### src/rtl/seq_adder_nbit.sv
// Multi-cycle adder/subtractor: adds WIDTH-bit operands CHUNK bits per clock.
// The carry ripples through a register between chunks, under a start/busy/done handshake.
module seq_adder_nbit #(
   parameter int unsigned WIDTH = 16,
   parameter int unsigned CHUNK = 4
) (
   input  logic             clk,
   input  logic             rst_n,
   input  logic             start,
   input  logic             sub,
   input  logic [WIDTH-1:0] A,
   input  logic [WIDTH-1:0] B,
   input  logic             C_in,
   output logic [WIDTH-1:0] S,
   output logic             C_out,
   output logic             V,
   output logic             busy,
   output logic             done
);

   localparam int unsigned NCHUNK = WIDTH / CHUNK;
   localparam int unsigned CntW   = (NCHUNK > 1) ? $clog2(NCHUNK) : 1;
   localparam logic [CntW-1:0] LastCnt = CntW'(NCHUNK - 1);

   typedef enum logic [1:0] {StIdle, StRun, StDone} state_e;

   state_e           state_q, state_d;
   logic [WIDTH-1:0] a_q, a_d;
   logic [WIDTH-1:0] b_q, b_d;
   logic [WIDTH-1:0] s_q, s_d;
   logic             carry_q, carry_d;
   logic             c_out_q, c_out_d;
   logic             v_q, v_d;
   logic [CntW-1:0]  cnt_q, cnt_d;

   logic [31:0]      shamt;
   logic [CHUNK-1:0] a_chunk, b_chunk, sum_chunk;
   logic             chunk_c;

   // Single shared CHUNK-bit adder slice, indexed by the chunk counter.
   always_comb begin
      shamt     = 32'(cnt_q) * CHUNK;
      a_chunk   = CHUNK'(a_q >> shamt);
      b_chunk   = CHUNK'(b_q >> shamt);
      {chunk_c, sum_chunk} = {1'b0, a_chunk} + {1'b0, b_chunk} + (CHUNK + 1)'(carry_q);
   end

   always_comb begin
      state_d = state_q;
      a_d     = a_q;
      b_d     = b_q;
      s_d     = s_q;
      carry_d = carry_q;
      c_out_d = c_out_q;
      v_d     = v_q;
      cnt_d   = cnt_q;
      unique case (state_q)
         StIdle, StDone: begin
            state_d = StIdle;
            if (start) begin
               a_d     = A;
               b_d     = sub ? ~B : B;
               carry_d = sub ? 1'b1 : C_in;
               cnt_d   = '0;
               s_d     = '0;
               c_out_d = 1'b0;
               v_d     = 1'b0;
               state_d = StRun;
            end
         end
         StRun: begin
            // Upper chunks of S are still zero, so OR-ing in the new chunk is enough.
            s_d     = s_q | (WIDTH'(sum_chunk) << shamt);
            carry_d = chunk_c;
            cnt_d   = cnt_q + 1'b1;
            if (cnt_q == LastCnt) begin
               c_out_d = chunk_c;
               v_d     = (a_chunk[CHUNK-1] == b_chunk[CHUNK-1]) &&
                         (sum_chunk[CHUNK-1] != a_chunk[CHUNK-1]);
               state_d = StDone;
            end
         end
         default: state_d = StIdle;
      endcase
   end

   always_ff @(posedge clk) begin
      if (!rst_n) begin
         state_q <= StIdle;
         a_q     <= '0;
         b_q     <= '0;
         s_q     <= '0;
         carry_q <= 1'b0;
         c_out_q <= 1'b0;
         v_q     <= 1'b0;
         cnt_q   <= '0;
      end else begin
         state_q <= state_d;
         a_q     <= a_d;
         b_q     <= b_d;
         s_q     <= s_d;
         carry_q <= carry_d;
         c_out_q <= c_out_d;
         v_q     <= v_d;
         cnt_q   <= cnt_d;
      end
   end

   assign S     = s_q;
   assign C_out = c_out_q;
   assign V     = v_q;
   assign busy  = (state_q == StRun);
   assign done  = (state_q == StDone);

endmodule

### config.mk
export PLATFORM = sky130hd
export DESIGN_NAME = seq_adder_nbit
export DESIGN_NICKNAME = d
export VERILOG_FILES = /design/src/rtl/seq_adder_nbit.sv
export SDC_FILE = /design/constraint.sdc
export NUM_CORES = 1
export LEC_CHECK = 0
export CAP_MARGIN = 40
export CORE_ASPECT_RATIO = 1.25
export CORE_MARGIN = 1.5
export CORE_UTILIZATION = 49
export DETAILED_ROUTE_END_ITERATION = 7
export GPL_TIMING_DRIVEN = 0
export PLACE_DENSITY = 0.79
export SYNTH_ARGS = -nofsm -noshare
export SYNTH_HDL_FRONTEND = slang
export SYNTH_SLANG_ARGS = --single-unit
### constraint.sdc
create_clock -name clk -period 3.3 [get_ports clk]
set_input_delay 0.495 -clock clk [delete_from_list [all_inputs] [get_ports clk]]
set_output_delay 0.495 -clock clk [all_outputs]
set_load 0.01 [all_outputs]
==> impl.org, run 1 <==
** Power and ir drop
- For this design the static power due to leakage is 1.331 nW.
- Pwr Density :: 421.5 mW/mm^2
- The worst-case IR drop observed on VDD is 0.0002289 V.
- After layout, the design draws a total of 1.337 mW.

** Hold path
- Worst Hold Class :: reg -> reg

** Job
- Max Cap Viol :: 0

** Layout
- Share of post-route cells with drive strength above 1 :: 8.039%
- Final Instance Area :: 0.003172 mm^2
- The number of antenna diodes in the final layout is 0.
- Cells fill 66.08% of the core in the end.
- For this run, the post-layout net count is 353.
- Relative to the synthesized area, the layout overhead comes to 28.68%.
- Once layout is complete, the cells apart from fillers number 371.

** Die
- The region available for standard cell placement spans 0.004800 mm^2.
- In this run the count of I/O pins placed on the die edge is 57.
- Die width :: 66.44 um
- The die covers 0.005467 mm^2.
- DIE HEIGHT :: 82.30 um
- Row generation in the floorplan step produced 28 rows.
- Initial Utilization :: 51.36%

** Detailed routing
- Number of iterations in the first detailed-routing pass :: 4
- In the final routed layout, each cell accounts on average for 13.54 um.
- Number of violations reported at the end of detailed-routing iteration 0 :: 121
- Via-per-instance ratio :: 5.272
- DR DRC count :: 0
- The count of nets left with antenna violations once routing finished came out at 0.
- WL final :: 5023 um
- Total number of vias :: 1,956

** Worst setup path
- STA classifies the critical path startpoint as a flop.
- The worst setup path is of the reg -> reg kind.
- Crit path buffers/inverters :: 1
- Worst path most repeated cell :: sky130_fd_sc_hd__fa_1
- WP data arrival :: 3.15 ns
- Cell family with most CP delay :: adder cells
- The slowest stage of the critical path belongs to the cell sky130_fd_sc_hd__mux4_2.
- The worst setup path is captured at a flop.
- Required arrival time at the worst endpoint :: 3.51 ns
- Walking the worst path, the cells encountered are buf_2, mux4_2, fa_1, fa_1, xor2_1, and3_1, a22o_1.
- In this run the worst path has a maximum fanout of 10.
- The largest single stage delay on the critical path is 0.58 ns.

** Synth
- Yosys top cell by area :: sky130_fd_sc_hd__dfxtp_1
- The share of synthesized area in the top cell type comes to 44.67%.
- Yosys mapped the design onto 32 distinct sky130hd cell types.
- Dividing the synthesized area by the synthesized cell count gives 9.939 um^2.
- For this run, the number of Yosys warnings is 0.
- By area the synthesized netlist is led by sky130_fd_sc_hd__dfxtp_1 45%, sky130_fd_sc_hd__nand2_1 7.6%, sky130_fd_sc_hd__o211a_1 6.5%, sky130_fd_sc_hd__mux4_2 6.4%, sky130_fd_sc_hd__xnor2_1 6.4%.
- Of the synthesized area, sequential elements account for 44.67%.
- Synthesis-stage register bit count :: 55
- In this run the cell area of the synthesized design comes to 0.002465 mm^2.
- Number of standard cells after synthesis :: 248
- When the netlist entered floorplanning its net count stood at 291.

** Global route
- Number of antenna violations at the first check in global routing :: 0
- After global routing the overflow that remains totals 0.
- The first global-routing pass estimated 8293 um of wire.
- The number of global-route vias before repair is 1,820.
- Entering global routing, the biggest net connects 16 pins.
- Overall global routing resource usage :: 20.08%

** Placed design
- Prior to clock tree synthesis, the placed netlist has a worst setup slack of 0.3473 ns.
- In this run the tool buffered the top-level ports with 55 buffer cells.
- The number of placed instances, taps included, is 363.
- Routability-driven placement finished with a final weighted congestion of 0.7733.
- Detailed placement ended at an HPWL of 3890 um.
- Summing all placed instances gives a cell area of 0.003090 mm^2.

** STA
- Worst-case headroom to the max-slew limit :: 62.36%
- Number of hold violations in the final report :: 0
- Setup slack of the critical path after layout :: 0.3642 ns
- Across the routed clock network, the largest skew measured is 0.01018 ns.
- Hold slack :: 0.4681 ns
- Number of setup violations in the final report :: 0
- Setup repair after global routing left no endpoint under its margin.
- Final setup TNS :: 0 ns
- For the pin with the worst max-slew slack, the measured transition is 0.5646 ns.
- Shortest clock period the worst path allows after layout :: 2.936 ns
- The total count of max-transition violations in the final report came to 0.
- Timing would allow up to 340.6 MHz.
- Fraction of the cycle the final worst path needs :: 88.96%

** Status
- The run finished with clean final reports.

** Clock tree
- TritonCTS built the clock tree.
- Clock tree buffer depth :: 2
- Post-CTS repair changed the size of 0 cells.
- Worst skew pair latency :: 0.31 ns
- Root buffer cell :: sky130_fd_sc_hd__clkbuf_8
- The number of clock buffers added by TritonCTS is 5.
- The number of setup buffers added after CTS is 0.
- In this run the number of H-tree levels came out at 2.
- # clock sinks :: 55
- Hold repair after CTS inserted 0 buffers.
- Clock-pin slew was measured on the worst setup and hold paths at 0.09 ns.
tightest hold or removal path, stage by stage, from the launching register on:
cell and delay [ns]:
sky130_fd_sc_hd__dfxtp_1 0.32, sky130_fd_sc_hd__nand2_1 0.04, sky130_fd_sc_hd__a21boi_0 0.06
power breakdown:
part | switching [mW] | internal (mW) | total, mW
logic | 0.120 | 0.135 | 0.255
clock network | 0.211 | 0.150 | 0.360
registers | 0.0208 | 0.700 | 0.721
total | 0.352 | 0.985 | 1.34
routing by layer:
metal | up-vias | GRT usage [%] | wire length (um)
li1 | 995 | - | -
met5 | - | 0 | 0
met2 | 50 | 39.00 | 2646
met3 | 5 | 4.065 | 185
met4 | 0 | 5.510 | 61
met1 | 906 | 21.77 | 2129
state kept, by name, summed over array words and instances (netlist names):
signal	flops
cnt_q	2
b_q	16
carry_q	1
S	16
V	1
C_out	1
state_q	2
a_q	16
cell families after synthesis:
family,synth area share [%]
and+or+nand+nor,13.35
xor gates and xnor gates,6.751
DFF,44.67
muxes,7.868
adders and majority gates,3.655
AOI/OAI and AO/OA,19.95
buffers and inverters,3.756
cell type report:
type | instances | area, um^2
plain buffers | 19 | 88.84
clock buffers | 7 | 76.32
clock inverters | 1 | 5.005
fillers | 419 | 1628
inverters | 1 | 3.754
multi-input cells | 173 | 1271
flip-flops and latches | 55 | 1101
well taps | 60 | 75.07
repair buffers | 55 | 550.5
cell usage in the layout (no fill, tap or decap), types with 2 or more instances in the layout:
cell                              synthesis  layout
sky130_fd_sc_hd__a21boi_0                18      18
sky130_fd_sc_hd__a22o_1                   3       3
sky130_fd_sc_hd__and2_1                   3       3
sky130_fd_sc_hd__buf_2                   11      11
sky130_fd_sc_hd__xnor2_1                 18      18
sky130_fd_sc_hd__dfxtp_1                 55      55
sky130_fd_sc_hd__clkdlybuf4s50_1          0      55
sky130_fd_sc_hd__nor2_1                  13      13
sky130_fd_sc_hd__a21oi_1                  3       3
sky130_fd_sc_hd__clkbuf_1                 6       8
sky130_fd_sc_hd__and3_1                   2       2
sky130_fd_sc_hd__mux4_2                   7       7
sky130_fd_sc_hd__nand2_1                 50      50
sky130_fd_sc_hd__nor2b_1                  8       8
sky130_fd_sc_hd__a31oi_1                 10      10
sky130_fd_sc_hd__a32o_1                   5       5
sky130_fd_sc_hd__ha_1                     4       4
sky130_fd_sc_hd__clkbuf_8                 0       5
sky130_fd_sc_hd__fa_1                     2       2
sky130_fd_sc_hd__o211a_1                 16      16
Yosys cell counts, drive strengths merged:
master,instances
a211oi,1
a21boi,18
a21o,1
a21oi,3
a22o,3
a22oi,1
a31oi,10
a32o,5
and2,3
and3,2
buf,13
clkbuf,6
dfxtp,55
fa,2
ha,4
inv,1
mux2i,1
mux4,8
nand2,50
nand2b,1
nand3,1
nor2,13
nor2b,8
o211a,16
o21a,1
o21ai,1
o21bai,1
xnor2,18
xor2,1
worst paths after layout:
check | from | endpoint | slack [ns] | depth (start not counted)
setup / recovery | cnt_q[0]$_SDFFE_PN0P_ | S[10]$_SDFFE_PN0P_ | 0.36 | 7
hold / removal | a_q[9]$_SDFFE_PN0P_ | a_q[9]$_SDFFE_PN0P_ | 0.47 | 2
setup reg to reg | cnt_q[0]$_SDFFE_PN0P_ | S[10]$_SDFFE_PN0P_ | 0.36 | 7
hold reg to reg | a_q[9]$_SDFFE_PN0P_ | a_q[9]$_SDFFE_PN0P_ | 0.47 | 2
Power figures use the tool's default switching activity.
==> inputs of run 2 (changes only) <==
--- a/config.mk
+++ b/config.mk
@@ -9,6 +9,7 @@
 export CORE_ASPECT_RATIO = 1.25
 export CORE_MARGIN = 1.5
 export CORE_UTILIZATION = 49
+export CTS_CLUSTER_DIAMETER = 50
 export DETAILED_ROUTE_END_ITERATION = 7
 export GPL_TIMING_DRIVEN = 0
 export PLACE_DENSITY = 0.79
==> results of run 2 <==
The final DEF is identical to that of run 1; final timing and power are the same.
==> inputs of run 3 (changes only) <==
--- a/config.mk
+++ b/config.mk
@@ -8,11 +8,11 @@
 export CAP_MARGIN = 40
 export CORE_ASPECT_RATIO = 1.25
 export CORE_MARGIN = 1.5
-export CORE_UTILIZATION = 49
+export CORE_UTILIZATION = 35
 export CTS_CLUSTER_DIAMETER = 50
 export DETAILED_ROUTE_END_ITERATION = 7
 export GPL_TIMING_DRIVEN = 0
-export PLACE_DENSITY = 0.79
+export PLACE_DENSITY = 0.6
 export SYNTH_ARGS = -nofsm -noshare
 export SYNTH_HDL_FRONTEND = slang
 export SYNTH_SLANG_ARGS = --single-unit
==> impl.org, run 3 (synthesized netlist as in run 1, its figures left out) <==
** Status
- Result of the run :: completed

** Detailed routing
- Number of iterations in the first detailed-routing pass :: 4 (unchanged)
- The number of antenna-violating nets in the routed design was 0 (unchanged).
- WL final :: 5436 um (+8.2%)
- The initial DRC count was 87 (-28%).
- Via-per-instance ratio :: 4.825 (-8.5%)
- Total number of vias :: 1,925 (-1.6%)
- The remaining design rule violation count came to 0 (unchanged).
- The average detailed-routed wire length per instance was 13.62 um (+0.63%).

** STA
- Shortest clock period the worst path allows after layout :: 2.944 ns (+0.007858 ns)
- The transition time at the pin with the least slew margin is 0.5872 ns (+0.02260 ns).
- Setup repair after global routing left no endpoint under its margin.
- The number of hold violations in the final report was 0 (unchanged).
- The worst-case headroom to the max-slew limit was 60.85% (-1.5 points).
- Fin Clk Skew :: 0.006236 ns (-0.003940 ns)
- The total count of max-transition violations in the final report came to 0 (unchanged).
- Fraction of the cycle the final worst path needs :: 89.20% (+0.24 points)
- Final setup TNS :: 0 ns (unchanged)
- Setup slack of the critical path after layout :: 0.3563 ns (-0.007858 ns)
- Maximum frequency from static timing analysis :: 339.7 MHz (-0.27%)
- Number of setup violations in the final report :: 0 (unchanged)

** Worst setup path
- The critical path starts at cnt_q[0]$_SDFFE_PN0P_.
- Largest fanout of any net on the critical path :: 10 (unchanged)
- Required arrival time at the worst endpoint :: 3.50 ns (about the same)
- Reg2reg path depth :: 7 (unchanged)
- STA classifies the critical path endpoint as a flop.
- Setup crit start kind :: flop
- Startpoint of the lowest-slack register-to-register path :: cnt_q[0]$_SDFFE_PN0P_
- Reg2Reg Capture Point :: S[10]$_SDFFE_PN0P_
- Worst reg-to-reg setup slack :: 0.36 ns (about the same)
- Termination of the worst setup path :: S[10]$_SDFFE_PN0P_
- WP data arrival :: 3.14 ns (about the same)
- The critical path in this run is classified as reg -> reg.

** Die
- The die extent in x is 78.06 um (+17%).
- IO Pins :: 57 (unchanged)
- Area of the core :: 0.006892 mm^2 (+44%)
- The total number of placement rows was 34 (+21%).
- Overall die area :: 0.007558 mm^2 (+38%)
- DIE HEIGHT :: 96.83 um (+18%)
- The initial standard-cell utilization of the core is 35.77% (-16 points).

** Hold path
- The path class of the tightest hold or removal check is reg -> reg.
- The startpoint identified for the worst hold timing path is a_q[9]$_SDFFE_PN0P_.

** Layout
- Fill cells :: 704 (+68%)
- Final net count :: 353 (unchanged)
- Ant. Diodes :: 0 (unchanged)
- Leaving out fill and tap cells, the most frequent cells in the layout are 55 x sky130_fd_sc_hd__dfxtp_1, 55 x sky130_fd_sc_hd__clkdlybuf4s50_1, 50 x sky130_fd_sc_hd__nand2_1.
- The share of cells above drive strength 1 came to 7.767% (-0.27 points).
- Synth-to-Final Area Change :: 29.85%
- The non-filler instance count after layout came to 399 (+7.5%).

** Job
- The max-capacitance violation count is 0 (unchanged).

** Power and ir drop
- Switching portion of total power :: 25.82% (-0.50 points)
- The cell-internal power is 0.9776 mW (-0.77%).
- Sequential group share of total power :: 54.8% (+0.9 points)
- The cell area power density came to 411.7 mW/mm^2 (-2.3%).
- The switching component of the power is 0.3402 mW (-3.3%).
- Pleak :: 1.326 nW (-0.38%)
- The clock group share of total power was 25.7% (-1.3 points).
- The worst-case vdd ir drop came to 0.0002055 V (-10%).
- The power share of the combinational group came to 19.6% (+0.5 points).

** Clock tree
- The total clock buffers created by CTS was 5 (unchanged).
- Root buffer cell :: sky130_fd_sc_hd__clkbuf_8
- TritonCTS built the clock tree.
- # clock sinks :: 55 (unchanged)
- The number of buffers inserted for hold repair after clock tree synthesis was 0 (unchanged).
- Worst skew pair latency :: 0.30 ns (about the same)
- The clock transition time at the flip-flop clock pins of the worst setup and hold paths came to 0.09 ns (about the same).
- The buffer count from post-CTS setup fixing was 0 (unchanged).
- H-tree levels :: 2 (unchanged)
- Post-cts gate resize count :: 0 (unchanged)
- Clock tree buffer depth :: 2 (unchanged)

** Global route
- The all-layer global routing usage is 15.36% (-4.7 points).
- The global-route wire length before repair was 9349 um (+13%).
- The number of antenna violations at the first check in global routing came to 0 (unchanged).
- The remaining global-route overflow came to 0 (unchanged).
- Via count of the first global-routing pass :: 1,945 (+6.9%)
- Pin count of the biggest net entering global routing :: 15 (-1)

** Placed design
- Placed Cells :: 393 (+8.3%)
- The HPWL after detailed placement was 4190 um (+7.7%).
- The count of input and output buffers came to 55 (unchanged).
- The final weighted congestion in routability-driven placement is 0.7497 (-3.1%).
- Worst Setup Slack post-DPL :: 0.3055 ns (-0.04181 ns)
## run 3: changes by cell type in the layout (fill, tap and decap cells not counted), sizes merged
| cell | before | now |
|---|---|---|
| clkbuf | 13 | 12 |
| clkinv | 1 | 0 |
## run 3: through the flow
| stage | hold slack [ns] | area (um^2) | util [%] | power, mW |
|---|---|---|---|---|
| final | 0.4633 | 3201 | 46.44 | 1.318 |
| after detailed placement | 0.4533 | 3128 | 45.39 | 0.9990 |
| after global routing | 0.4893 | 3201 | 46.44 | 1.384 |
| after global placement | 0.4458 | 3128 | 45.39 | 0.9949 |
| after floorplan | 0.4402 | 2465 | - | 0.8971 |
| after CTS | 0.4658 | 3201 | 46.44 | 1.335 |
## run 3: critical path, stage by stage (launching register included)
cell                      delay, ns
sky130_fd_sc_hd__dfxtp_1       0.47
sky130_fd_sc_hd__buf_2         0.34
sky130_fd_sc_hd__mux4_2        0.58
sky130_fd_sc_hd__fa_1          0.45
sky130_fd_sc_hd__fa_1          0.41
sky130_fd_sc_hd__xor2_1        0.18
sky130_fd_sc_hd__and3_1        0.23
sky130_fd_sc_hd__a22o_1        0.19
## run 3: power by group through the flow
stage	sequential [mW]	clock [mW]	combinational (mW)
after floorplan	0.733	0	0.164
after global placement	0.736	0	0.259
after detailed placement	0.738	0	0.261
after CTS	0.722	0.351	0.262
after global routing	0.727	0.369	0.288
final	0.722	0.338	0.258
## run 3: how the worst min path moves through the flow
stage / cells after the start / slack, ns / to
2_1_floorplan: 2 / 0.44 / a_q[10]$_SDFFE_PN0P_
3_3_place_gp: 2 / 0.45 / S[8]$_SDFFE_PN0P_
3_5_place_dp: 2 / 0.45 / a_q[9]$_SDFFE_PN0P_
4_1_cts: 2 / 0.47 / a_q[9]$_SDFFE_PN0P_
5_1_grt: 2 / 0.49 / a_q[11]$_SDFFE_PN0P_
6_report: 2 / 0.46 / a_q[9]$_SDFFE_PN0P_
## run 3: metal layers
metal  track usage (%)  part of all wire [%]
met1             19.05                    44
met2             27.02                    50
met3             3.019                   4.4
met4             3.846                   1.6
met5                 0                     0
## run 3: final cells by class
cell class,instances,area [um^2],area share [%]
timing repair buffer,55,550.5,17.20
multi-input combinational,173,1271,39.72
tap,90,112.6,3.518
buffer,19,88.84,2.776
sequential,55,1101,34.40
inverter,1,3.754,0.1173
clock buffer,6,72.57,2.267
